[config.mk]
export PLATFORM = sky130hd
export DESIGN_NAME = date_counter
export DESIGN_NICKNAME = d
export VERILOG_FILES = /design/src/rtl/cal_pkg.sv /design/src/rtl/leap_year.sv /design/src/rtl/date_counter.sv
export SDC_FILE = /design/constraint.sdc
export NUM_CORES = 1
export LEC_CHECK = 0
export CAP_MARGIN = 25
export CORE_MARGIN = 10
export CORE_UTILIZATION = 62
export DETAILED_ROUTE_END_ITERATION = 8
export GPL_ROUTABILITY_DRIVEN = 0
export GPL_TIMING_DRIVEN = 0
export PLACE_DENSITY = 0.95
export SYNTH_ARGS = -nofsm -noshare
export SYNTH_HDL_FRONTEND = slang
export SYNTH_SLANG_ARGS = --single-unit
[constraint.sdc]
create_clock -name clk -period 14.73 [get_ports clk]
set_clock_uncertainty 0.2 [all_clocks]
set_input_delay 1.473 -clock clk [delete_from_list [all_inputs] [get_ports clk]]
set_output_delay 1.473 -clock clk [all_outputs]
set_load 0.02 [all_outputs]
[src/rtl/cal_pkg.sv]
// Shared calendar definitions for the date counter and the day-of-week calculator.
// Holds the field widths, the reset date, the year limit and the month-length table.
package cal_pkg;

  localparam int DAY_W   = 5;
  localparam int MONTH_W = 4;
  localparam int YEAR_W  = 13;

  localparam logic [YEAR_W-1:0] YEAR_MAX = 13'd8191;

  // 01-01-2000 is a Saturday, the day-of-week calculator's anchor
  localparam logic [DAY_W-1:0]   RESET_DAY   = 5'd1;
  localparam logic [MONTH_W-1:0] RESET_MONTH = 4'd1;
  localparam logic [YEAR_W-1:0]  RESET_YEAR  = 13'd2000;

  localparam logic [DAY_W-1:0] MONTH_DAYS [0:11] = '{
    5'd31, 5'd28, 5'd31, 5'd30, 5'd31, 5'd30,
    5'd31, 5'd31, 5'd30, 5'd31, 5'd30, 5'd31
  };

  // Returns 0 for a month outside 1..12 so callers can use it as a validity bound
  function automatic logic [DAY_W-1:0] days_in_month(input logic [MONTH_W-1:0] month,
                                                     input logic leap);
    logic [DAY_W-1:0] d;
    d = '0;
    if (month >= 4'd1 && month <= 4'd12) begin
      d = MONTH_DAYS[month - 4'd1];
      if (month == 4'd2 && leap) d = 5'd29;
    end
    return d;
  endfunction

endpackage

[src/rtl/leap_year.sv]
// Combinational Gregorian leap-year test on a 13-bit year.
module leap_year
  import cal_pkg::*;
(
  input  logic [YEAR_W-1:0] year,
  output logic              leap
);

  logic div4;
  logic div100;
  logic div400;

  assign div4   = (year % 13'd4)   == 13'd0;
  assign div100 = (year % 13'd100) == 13'd0;
  assign div400 = (year % 13'd400) == 13'd0;

  assign leap = div400 || (div4 && !div100);

endmodule

[src/rtl/date_counter.sv]
// Registered calendar date with validated load, one-day tick advance and a sticky
// overflow flag at 31-12-8191. Priority per edge: reset, then load, then tick.
module date_counter
  import cal_pkg::*;
(
  input  logic               clk,
  input  logic               rst_n,
  input  logic               load,
  input  logic [DAY_W-1:0]   load_day,
  input  logic [MONTH_W-1:0] load_month,
  input  logic [YEAR_W-1:0]  load_year,
  input  logic               tick,
  output logic [DAY_W-1:0]   day,
  output logic [MONTH_W-1:0] month,
  output logic [YEAR_W-1:0]  year,
  output logic [DAY_W-1:0]   mdays,
  output logic               upd,
  output logic               load_err,
  output logic               ovf
);

  logic                leap_cur;
  logic                leap_load;
  logic                load_ok;
  logic                at_max;
  logic [DAY_W-1:0]    load_mdays;
  logic [DAY_W-1:0]    next_day;
  logic [MONTH_W-1:0]  next_month;
  logic [YEAR_W-1:0]   next_year;

  leap_year u_leap_cur (
    .year (year),
    .leap (leap_cur)
  );

  leap_year u_leap_load (
    .year (load_year),
    .leap (leap_load)
  );

  assign mdays      = days_in_month(month, leap_cur);
  assign load_mdays = days_in_month(load_month, leap_load);

  // An out-of-range month yields load_mdays of 0, which fails the day bound too
  assign load_ok = (load_year != '0) &&
                   (load_day != '0) &&
                   (load_day <= load_mdays);

  assign at_max = (day == 5'd31) && (month == 4'd12) && (year == YEAR_MAX);

  always_comb begin
    next_day   = day + 5'd1;
    next_month = month;
    next_year  = year;
    if (day >= mdays) begin
      next_day = 5'd1;
      if (month < 4'd12) begin
        next_month = month + 4'd1;
      end else begin
        next_month = 4'd1;
        next_year  = year + 13'd1;
      end
    end
  end

  always_ff @(posedge clk) begin
    if (!rst_n) begin
      day      <= RESET_DAY;
      month    <= RESET_MONTH;
      year     <= RESET_YEAR;
      upd      <= 1'b0;
      load_err <= 1'b0;
      ovf      <= 1'b0;
    end else begin
      upd      <= 1'b0;
      load_err <= 1'b0;
      if (load) begin
        if (load_ok) begin
          day   <= load_day;
          month <= load_month;
          year  <= load_year;
          upd   <= 1'b1;
          ovf   <= 1'b0;
        end else begin
          load_err <= 1'b1;
        end
      end else if (tick) begin
        // The last representable day refuses to roll over instead of wrapping to year 0
        if (at_max) begin
          ovf <= 1'b1;
        end else begin
          day   <= next_day;
          month <= next_month;
          year  <= next_year;
          upd   <= 1'b1;
        end
      end
    end
  end

endmodule
==> summary.txt, run 1 <==
Outcome
  – Result of the run: finished clean

STA
  – Clock period minus final worst setup slack: 8.50 ns
  – Max-slew headroom at the worst pin: 42.8%
  – Sum Neg Setup Slack: 0 ns
  – Transition time at the pin with the least slew margin: 0.851 ns
  – Portion of the clock cycle consumed by the worst path in the final layout: 57.7%
  – Worst hold slack: 0.353 ns
  – Setup-violating endpoint count in the final report: 0
  – Max Fclk: 118 MHz
  – Final worst slack: 6.23 ns
  – Setup repair after global routing missed its margin: no
  – Number of failing hold endpoints at the final stage: 0
  – Final Max Tran Viols: 0

Placed design
  – Setup slack at placement: 6.18 ns
  – Final HPWL from detailed placement: 11000 µm
  – Placed instance count: 795
  – Quantity of I/O buffers inserted on ports: 50

Global route
  – Remaining global-route overflow: 0
  – Global-route wire length before repair: 24200 µm
  – Global-route met3 utilization: 3.13%
  – Number of global-route vias before repair: 5212
  – GR Layer Usage met2: 42.6%
  – Layer carrying the most global-route usage: met2
  – Largest net degree at the start of global routing: 15
  – Initial antenna violation count: 0
  – Met1 Use GR: 29.4%
  – Total track usage: 24.5%

Yosys
  – Most frequent cells after synthesis: sky130_fd_sc_hd__nor2_1, sky130_fd_sc_hd__nand2_1, sky130_fd_sc_hd__a21oi_1
  – Share of the yosys chip area belonging to registers: 11.2%
  – Post-synth design cell area: 4460 µm²
  – Compound-gate portion of the synthesized area: 39.1%
  – Portion of synthesized cell area occupied by the leading cell type: 11.2%
  – Ys Warns: 0
  – Cells taking the most area after synthesis: sky130_fd_sc_hd__dfxtp_1, sky130_fd_sc_hd__nor2_1, sky130_fd_sc_hd__ha_1
  – Synthesized instance count: 649
  – Combinational family with the most area after synthesis: compound AO/OA/AOI/OAI gates
  – Yosys top cell by area: sky130_fd_sc_hd__dfxtp_1
  – Yosys reg bits: 25
  – Fraction of the mapped netlist area in simple logic gates: 30.9%
  – Synth cell types: 88
  – Count leader, synth: sky130_fd_sc_hd__nor2_1
  – Mux share of post-synthesis cell area: 2.55%
  – Ys async rst share: 0%
  – Avg Cell Area, Syn: 6.87 µm²
  – Fraction of the mapped netlist area in adder cells: 5.05%
  – Post-synth net total: 693
  – Post-synthesis share of cell area spent on xor and xnor gates: 2.86%
  – Number of synthesized flops with an enable pin: 0
  – Post-synth top flop: sky130_fd_sc_hd__dfxtp_1

Detailed routing
  – DRC: 0
  – Post-detailed-route wirelength per cell: 18.1 µm
  – Drt first pass iters: 9
  – Post-detailed-route via-to-cell ratio: 7.14
  – Initial DRC Count: 750
  – Vias after detailed routing: 5705
  – Wire length reported by the detailed router: 14500 µm
  – Residual antenna-violating net count after detailed routing: 0

Clock network
  – CTS tree: yes
  – Clock input transition at the sequential cells of the worst setup and hold paths: 0.10 ns
  – Clock Latency Late Sink: 0.28 ns
  – Number of clock buffers inserted by TritonCTS: 3
  – Master cell of the clock root buffer: sky130_fd_sc_hd__clkbuf_8
  – Setup fix buffers added after clock tree synthesis: 0
  – H-tree lvl count: 1
  – TritonCTS Sinks: 25
  – Total of hold buffers inserted after clock tree synthesis: 0
  – Number of gates resized after cts: 0
  – Clock Path Buffers: 2

Pwr
  – Power density over the cells: 66.5 nW/µm²
  – Highest ir drop seen on vdd: 0.0611 mV
  – Power consumption: 0.341 mW
  – Leak pwr: 2.04 nW

Setup path
  – Worst-case register-to-register setup slack: 6.99 ns
  – Crit path arrival time: 8.43 ns
  – Most frequent CP cell: sky130_fd_sc_hd__a21oi_1
  – Worst path max stage delay: 0.57 ns
  – Critical path origin: load_year[8]
  – Crit Path Category: in2reg
  – Reg2reg path depth: 28
  – Critical path endpoint category: flop
  – Worst R2R Start: year[8]
  – Req. time, crit path: 14.66 ns
  – Crit-path slowest cell: sky130_fd_sc_hd__clkdlybuf4s50_1
  – Maximum fanout along the worst path: 10
  – Reg2reg end: year[3]
  – Kind of launch point of the worst setup path: primary input

Min path
  – Hold path startpoint: ovf
  – Worst hold-check path type: reg2reg
  – End of the worst hold path: ovf
  – Number of instances on the worst hold path: 2

Die
  – Number of placement rows: 30
  – Starting density of the core: 64.6%
  – Ports placed on the boundary: 56
  – Vertical die dimension: 105 µm
  – Die Footprint: 11000 µm²
  – Core region area: 6910 µm²
  – DIE WIDTH: 105 µm

Finish
  – Total number of nets in the final design: 748
  – Fraction of layout cells with a size suffix above 1: 8.39%
  – Count of non-filler cells in the finished layout: 799
  – Antenna cells: 0
  – Layout Area Growth over Synthesis: 14.9%

Flow run
  – Max Cap Violations: 0
==> power breakdown <==
part	total, mW	leakage, nW	switching (mW)	internal (mW)
registers	0.0775	0.205	0.00590	0.0716
clock network	0.0434	0.0255	0.0244	0.0190
logic	0.220	1.81	0.130	0.0906
==> cell families (layout without fill, tap and decap cells) <==
group,after synthesis,count (layout)
buffers and inverters,82,136
and+or+nand+nor,262,262
adders and majority gates,18,18
DFF,25,25
xor gates and xnor gates,12,12
AOI/OAI and AO/OA,239,239
muxes,11,11
==> critical path, delay by kind of cell <==
| family | cells | cell delay [ns] |
|---|---|---|
| AND/OR/NAND/NOR | 6 | 0.90 |
| AO/OA/AOI/OAI | 17 | 3.95 |
| adder cells (fa/ha/maj) | 1 | 0.16 |
| buffers and inverters | 5 | 1.53 |
| multiplexers | 1 | 0.40 |
==> per-layer routing <==
metal	wire length [µm]	up-vias
met2	7010	428
met1	5500	2618
li1	-	2574
met4	582	0
met5	0	-
met3	1410	85
==> how the worst max path moves through the flow <==
| stage | to | depth (start not counted) |
|---|---|---|
| after global routing | year[7] | 31 |
| after CTS | year[7] | 30 |
| final | year[7] | 30 |
| after global placement | year[8] | 30 |
| after detailed placement | year[7] | 30 |
| after floorplan | year[6] | 29 |
==> layout by cell type (no fill, tap or decap), types with 5 or more instances in the layout <==
cell and count:
sky130_fd_sc_hd__nor3_1 20, sky130_fd_sc_hd__ha_1 18, sky130_fd_sc_hd__a22o_1 5, sky130_fd_sc_hd__nand4b_1 7
sky130_fd_sc_hd__o211ai_1 20, sky130_fd_sc_hd__mux2i_1 8, sky130_fd_sc_hd__o211a_1 6, sky130_fd_sc_hd__nand3_1 21
sky130_fd_sc_hd__nand4_1 7, sky130_fd_sc_hd__o21ai_0 33, sky130_fd_sc_hd__nand2b_1 15, sky130_fd_sc_hd__nor4_1 8
sky130_fd_sc_hd__a31oi_1 9, sky130_fd_sc_hd__o22ai_1 8, sky130_fd_sc_hd__buf_4 5, sky130_fd_sc_hd__clkdlybuf4s50_1 50
sky130_fd_sc_hd__a32oi_1 7, sky130_fd_sc_hd__clkbuf_1 27, sky130_fd_sc_hd__dfxtp_1 25, sky130_fd_sc_hd__o21ai_1 7
sky130_fd_sc_hd__inv_1 23, sky130_fd_sc_hd__a211oi_1 8, sky130_fd_sc_hd__buf_2 18, sky130_fd_sc_hd__a21oi_1 42
sky130_fd_sc_hd__a22oi_1 11, sky130_fd_sc_hd__o31ai_1 10, sky130_fd_sc_hd__o21a_1 5, sky130_fd_sc_hd__nor2b_1 15
sky130_fd_sc_hd__or3_1 6, sky130_fd_sc_hd__a221o_1 6, sky130_fd_sc_hd__xnor2_1 5, sky130_fd_sc_hd__and3_1 11
sky130_fd_sc_hd__nand2_1 53, sky130_fd_sc_hd__a21o_1 12, sky130_fd_sc_hd__and2_1 12, sky130_fd_sc_hd__nor2_1 61
==> layout make-up <==
| type | count | area [µm²] |
|---|---|---|
| Buffer | 57 | 278 |
| Clock buffer | 3 | 41.3 |
| Clock inverter | 1 | 5.00 |
| Fill cell | 541 | 1780 |
| Inverter | 25 | 93.8 |
| Multi-Input combinational cell | 542 | 3590 |
| Sequential cell | 25 | 500 |
| Tap cell | 96 | 120 |
| Timing Repair Buffer | 50 | 500 |
==> through the flow <==
stage | cell area, µm² | utilization, %
floorplan | 4460 | -
global placement | 5080 | 73.6
detailed placement | 5080 | 73.6
CTS | 5130 | 74.3
global route | 5130 | 74.3
finish | 5130 | 74.3
==> flip-flops by register name, summed over array words and instances (netlist names) <==
signal and cells:
ovf 1, day 5, month 4, upd 1, load_err 1, year 13
No activity file was read; power rests on OpenSTA's default activity.
==> run 2: changes to the inputs <==
--- a/config.mk
+++ b/config.mk
@@ -7,11 +7,11 @@
 export LEC_CHECK = 0
 export CAP_MARGIN = 25
 export CORE_MARGIN = 10
-export CORE_UTILIZATION = 62
+export CORE_UTILIZATION = 58
 export DETAILED_ROUTE_END_ITERATION = 8
 export GPL_ROUTABILITY_DRIVEN = 0
 export GPL_TIMING_DRIVEN = 0
-export PLACE_DENSITY = 0.95
+export PLACE_DENSITY = 0.92
 export SYNTH_ARGS = -nofsm -noshare
 export SYNTH_HDL_FRONTEND = slang
 export SYNTH_SLANG_ARGS = --single-unit
==> constraint.sdc (replaced) <==
create_clock -name clk -period 8.5 [get_ports clk]
set_clock_uncertainty 0.2 [all_clocks]
set_input_delay 0.85 -clock clk [delete_from_list [all_inputs] [get_ports clk]]
set_output_delay 0.85 -clock clk [all_outputs]
set_load 0.02 [all_outputs]
==> run 2 against run 1 <==
Cell count is 0.38% higher. Combinational power up 74%. Via count is 2.1% lower. Critical endpoint is now year[8]. Sequential cell count did not move. Clock power grew 66%. Hold slack improved by 0.011 ns. First-iteration DRC count decreased by 16%. Critical path depth unchanged. Die area is 5.6% higher. Global-route usage shrank 1.0 points. Total power rose by 73%.
==> summary.txt, run 2 (synthesized netlist as in run 1, its figures left out) <==
Outcome
  – Result of the run: finished clean

STA
  – Transition time at the pin with the least slew margin: 0.813 ns (-0.0383 ns)
  – Max-slew headroom at the worst pin: 45.4% (+2.6 points)
  – Final Max Tran Viols: 0 (unchanged)
  – Sum Neg Setup Slack: 0 ns (unchanged)
  – Max Fclk: 127 MHz
  – Clock period minus final worst setup slack: 7.85 ns
  – Number of failing hold endpoints at the final stage: 0 (unchanged)
  – Setup repair after global routing missed its margin: no
  – Setup-violating endpoint count in the final report: 0 (unchanged)
  – Portion of the clock cycle consumed by the worst path in the final layout: 92.3%

Global route
  – Initial antenna violation count: 0 (unchanged)
  – Number of global-route vias before repair: 5241 (+0.56%)
  – Total track usage: 23.5% (-1.0 points)
  – Global-route wire length before repair: 23800 µm (-1.5%)
  – Remaining global-route overflow: 0 (unchanged)
  – Largest net degree at the start of global routing: 15 (unchanged)

Detailed routing
  – DRC: 0 (unchanged)
  – WL met1: 5530 µm (+0.56%)
  – Vias after detailed routing: 5584 (-2.1%)
  – Post-detailed-route via-to-cell ratio: 6.96 (-2.5%)
  – Drt first pass iters: 7 (-2)
  – Met3 wire len: 1320 µm (-6.0%)
  – Post-detailed-route wirelength per cell: 18.0 µm (-1.0%)
  – Met2 WL: 7140 µm (+1.9%)
  – Initial DRC Count: 629 (-16%)
  – Residual antenna-violating net count after detailed routing: 0 (unchanged)
  – Highest metal used: met4
  – Wire length reported by the detailed router: 14400 µm (-0.63%)

Die
  – Number of placement rows: 31 (+3.3%)
  – Starting density of the core: 60.5% (-4.1 points)
  – Core region area: 7370 µm² (+6.7%)
  – Ports placed on the boundary: 56 (unchanged)
  – Die Footprint: 11600 µm² (+5.6%)
  – Vertical die dimension: 108 µm (+2.7%)
  – DIE WIDTH: 108 µm (+2.7%)

Placed design
  – Final HPWL from detailed placement: 10900 µm (-0.89%)
  – Placed instance count: 798 (+0.38%)
  – Placed Area: 5090 µm² (about the same)
  – Quantity of I/O buffers inserted on ports: 50 (unchanged)

Clock network
  – CTS tree: yes
  – Clock Latency Late Sink: 0.28 ns (about the same)
  – TritonCTS Sinks: 25 (unchanged)
  – H-tree lvl count: 1 (unchanged)
  – Number of gates resized after cts: 0 (unchanged)
  – Clock input transition at the sequential cells of the worst setup and hold paths: 0.10 ns (about the same)
  – Number of clock buffers inserted by TritonCTS: 3 (unchanged)
  – Clock Path Buffers: 2 (unchanged)
  – Total of hold buffers inserted after clock tree synthesis: 0 (unchanged)
  – Master cell of the clock root buffer: sky130_fd_sc_hd__clkbuf_8
  – Setup fix buffers added after clock tree synthesis: 0 (unchanged)

Pwr
  – Leak pwr: 2.04 nW (unchanged)
  – Highest ir drop seen on vdd: 0.0790 mV (+29%)
  – Clock Power Share: 12.2% (-0.5 points)
  – Internal power summed over all cells: 0.314 mW (+73%)
  – Combinational power share: 64.9% (+0.3 points)
  – Net load switching power: 0.275 mW (+72%)
  – Register share of total power: 22.8% (about the same)
  – Switching part of the total: 46.7% (-0.18 points)
  – Power density over the cells: 115 nW/µm² (+73%)

Finish
  – Final std cell area, no fill: 5130 µm² (about the same)
  – Number of filler instances in the final layout: 587 (+8.5%)
  – Register containing the most flip-flops in the final layout: year
  – Most frequent standard cell in the layout excluding fill and tap cells: sky130_fd_sc_hd__nor2_1
  – Antenna cells: 0 (unchanged)
  – Fraction of layout cells with a size suffix above 1: 8.39% (unchanged)
  – Count of non-filler cells in the finished layout: 802 (+0.38%)
  – Utilization of the core after routing: 69.6% (-4.6 points)
  – Layout Area Growth over Synthesis: 15.0% (about the same)
  – Commonest cells after routing, fill and taps aside: sky130_fd_sc_hd__nor2_1, sky130_fd_sc_hd__nand2_1, sky130_fd_sc_hd__clkdlybuf4s50_1
  – Flip-flop count of the largest register after layout: 13 (unchanged)
  – Total number of nets in the final design: 748 (unchanged)
  – Top flop regs: year: 13 flops, day: 5 flops, month: 4 flops

Min path
  – End of the worst hold path: ovf
  – Number of instances on the worst hold path: 2 (unchanged)
  – Hold path startpoint: ovf
  – Worst hold-check path type: reg2reg

Setup path
  – Total buffers and inverters traversed by the critical path: 5 (unchanged)
  – Req. time, crit path: 8.42 ns (-6.24 ns)
  – Crit Path Category: in2reg
  – Worst path max stage delay: 0.50 ns (-0.07 ns)
  – Crit-path slowest cell: sky130_fd_sc_hd__clkdlybuf4s50_1
  – Worst-case register-to-register setup slack: 0.94 ns (-6.05 ns)
  – Maximum fanout along the worst path: 10 (unchanged)
  – Critical path endpoint category: flop
  – Reg2reg end: year[10]
  – Crit path arrival time: 7.77 ns (-0.66 ns)
  – Worst R2R Start: year[10]
  – Kind of launch point of the worst setup path: primary input
  – Reg2reg path depth: 31 (+11%)
  – Kind of cell adding the most delay to the critical path: compound AO/OA/AOI/OAI gates

Flow run
  – Max Cap Violations: 0 (unchanged)
## run 2: per-stage QoR
| stage | hold slack [ns] | setup WS [ns] | total power, mW |
|---|---|---|---|
| detailed placement | 0.327 | 0.546 | 0.506 |
| global placement | 0.321 | 0.795 | 0.489 |
| CTS | 0.354 | 0.768 | 0.576 |
| global route | 0.382 | 0.155 | 0.627 |
| floorplan | 0.393 | 2.01 | 0.412 |
| finish | 0.365 | 0.651 | 0.589 |
## run 2: how the worst max path moves through the flow
stage / to / start / depth (start not counted) / slack (ns)
5_1_grt: year[8] / load_year[12] / 30 / 0.16
6_report: year[8] / load_year[12] / 30 / 0.65
4_1_cts: year[8] / load_year[12] / 30 / 0.77
2_1_floorplan: year[6] / load_year[9] / 29 / 2.01
3_3_place_gp: year[8] / load_year[12] / 30 / 0.79
3_5_place_dp: year[8] / load_year[12] / 30 / 0.55
## run 2: layout make-up
class / instances / area (µm²) / share of cell area, %
buffer: 57 / 278 / 5.41
clock buffer: 3 / 41.3 / 0.804
clock inverter: 1 / 5.00 / 0.0975
inverter: 25 / 93.8 / 1.83
multi-input combinational: 542 / 3590 / 69.9
sequential: 25 / 500 / 9.75
tap: 99 / 124 / 2.41
timing repair buffer: 50 / 500 / 9.75
## run 2: worst reg2reg max path, delay by kind of cell (launching register included)
family | cells | cell delay (ns)
DFF | 1 | 0.33
buffers and inverters | 6 | 1.55
AOI/OAI and AO/OA | 13 | 2.54
xor gates and xnor gates | 1 | 0.19
adders and majority gates | 1 | 0.29
muxes | 2 | 0.55
and+or+nand+nor | 8 | 1.82
## run 2: power groups by stage
stage	Sequential (mW)	Clock, mW	Combinational (mW)
4_1_cts	0.134	0.0704	0.372
6_report	0.135	0.0721	0.383
5_1_grt	0.135	0.0742	0.417
3_3_place_gp	0.136	0	0.353
3_5_place_dp	0.137	0	0.369
2_1_floorplan	0.142	0	0.269
## run 2: per-layer routing
| layer | global-route usage [%] | vias up |
|---|---|---|
| met5 | 0 | - |
| met4 | 10.2 | 0 |
| met3 | 2.63 | 65 |
| met2 | 41.8 | 373 |
| met1 | 27.5 | 2576 |
| li1 | - | 2570 |
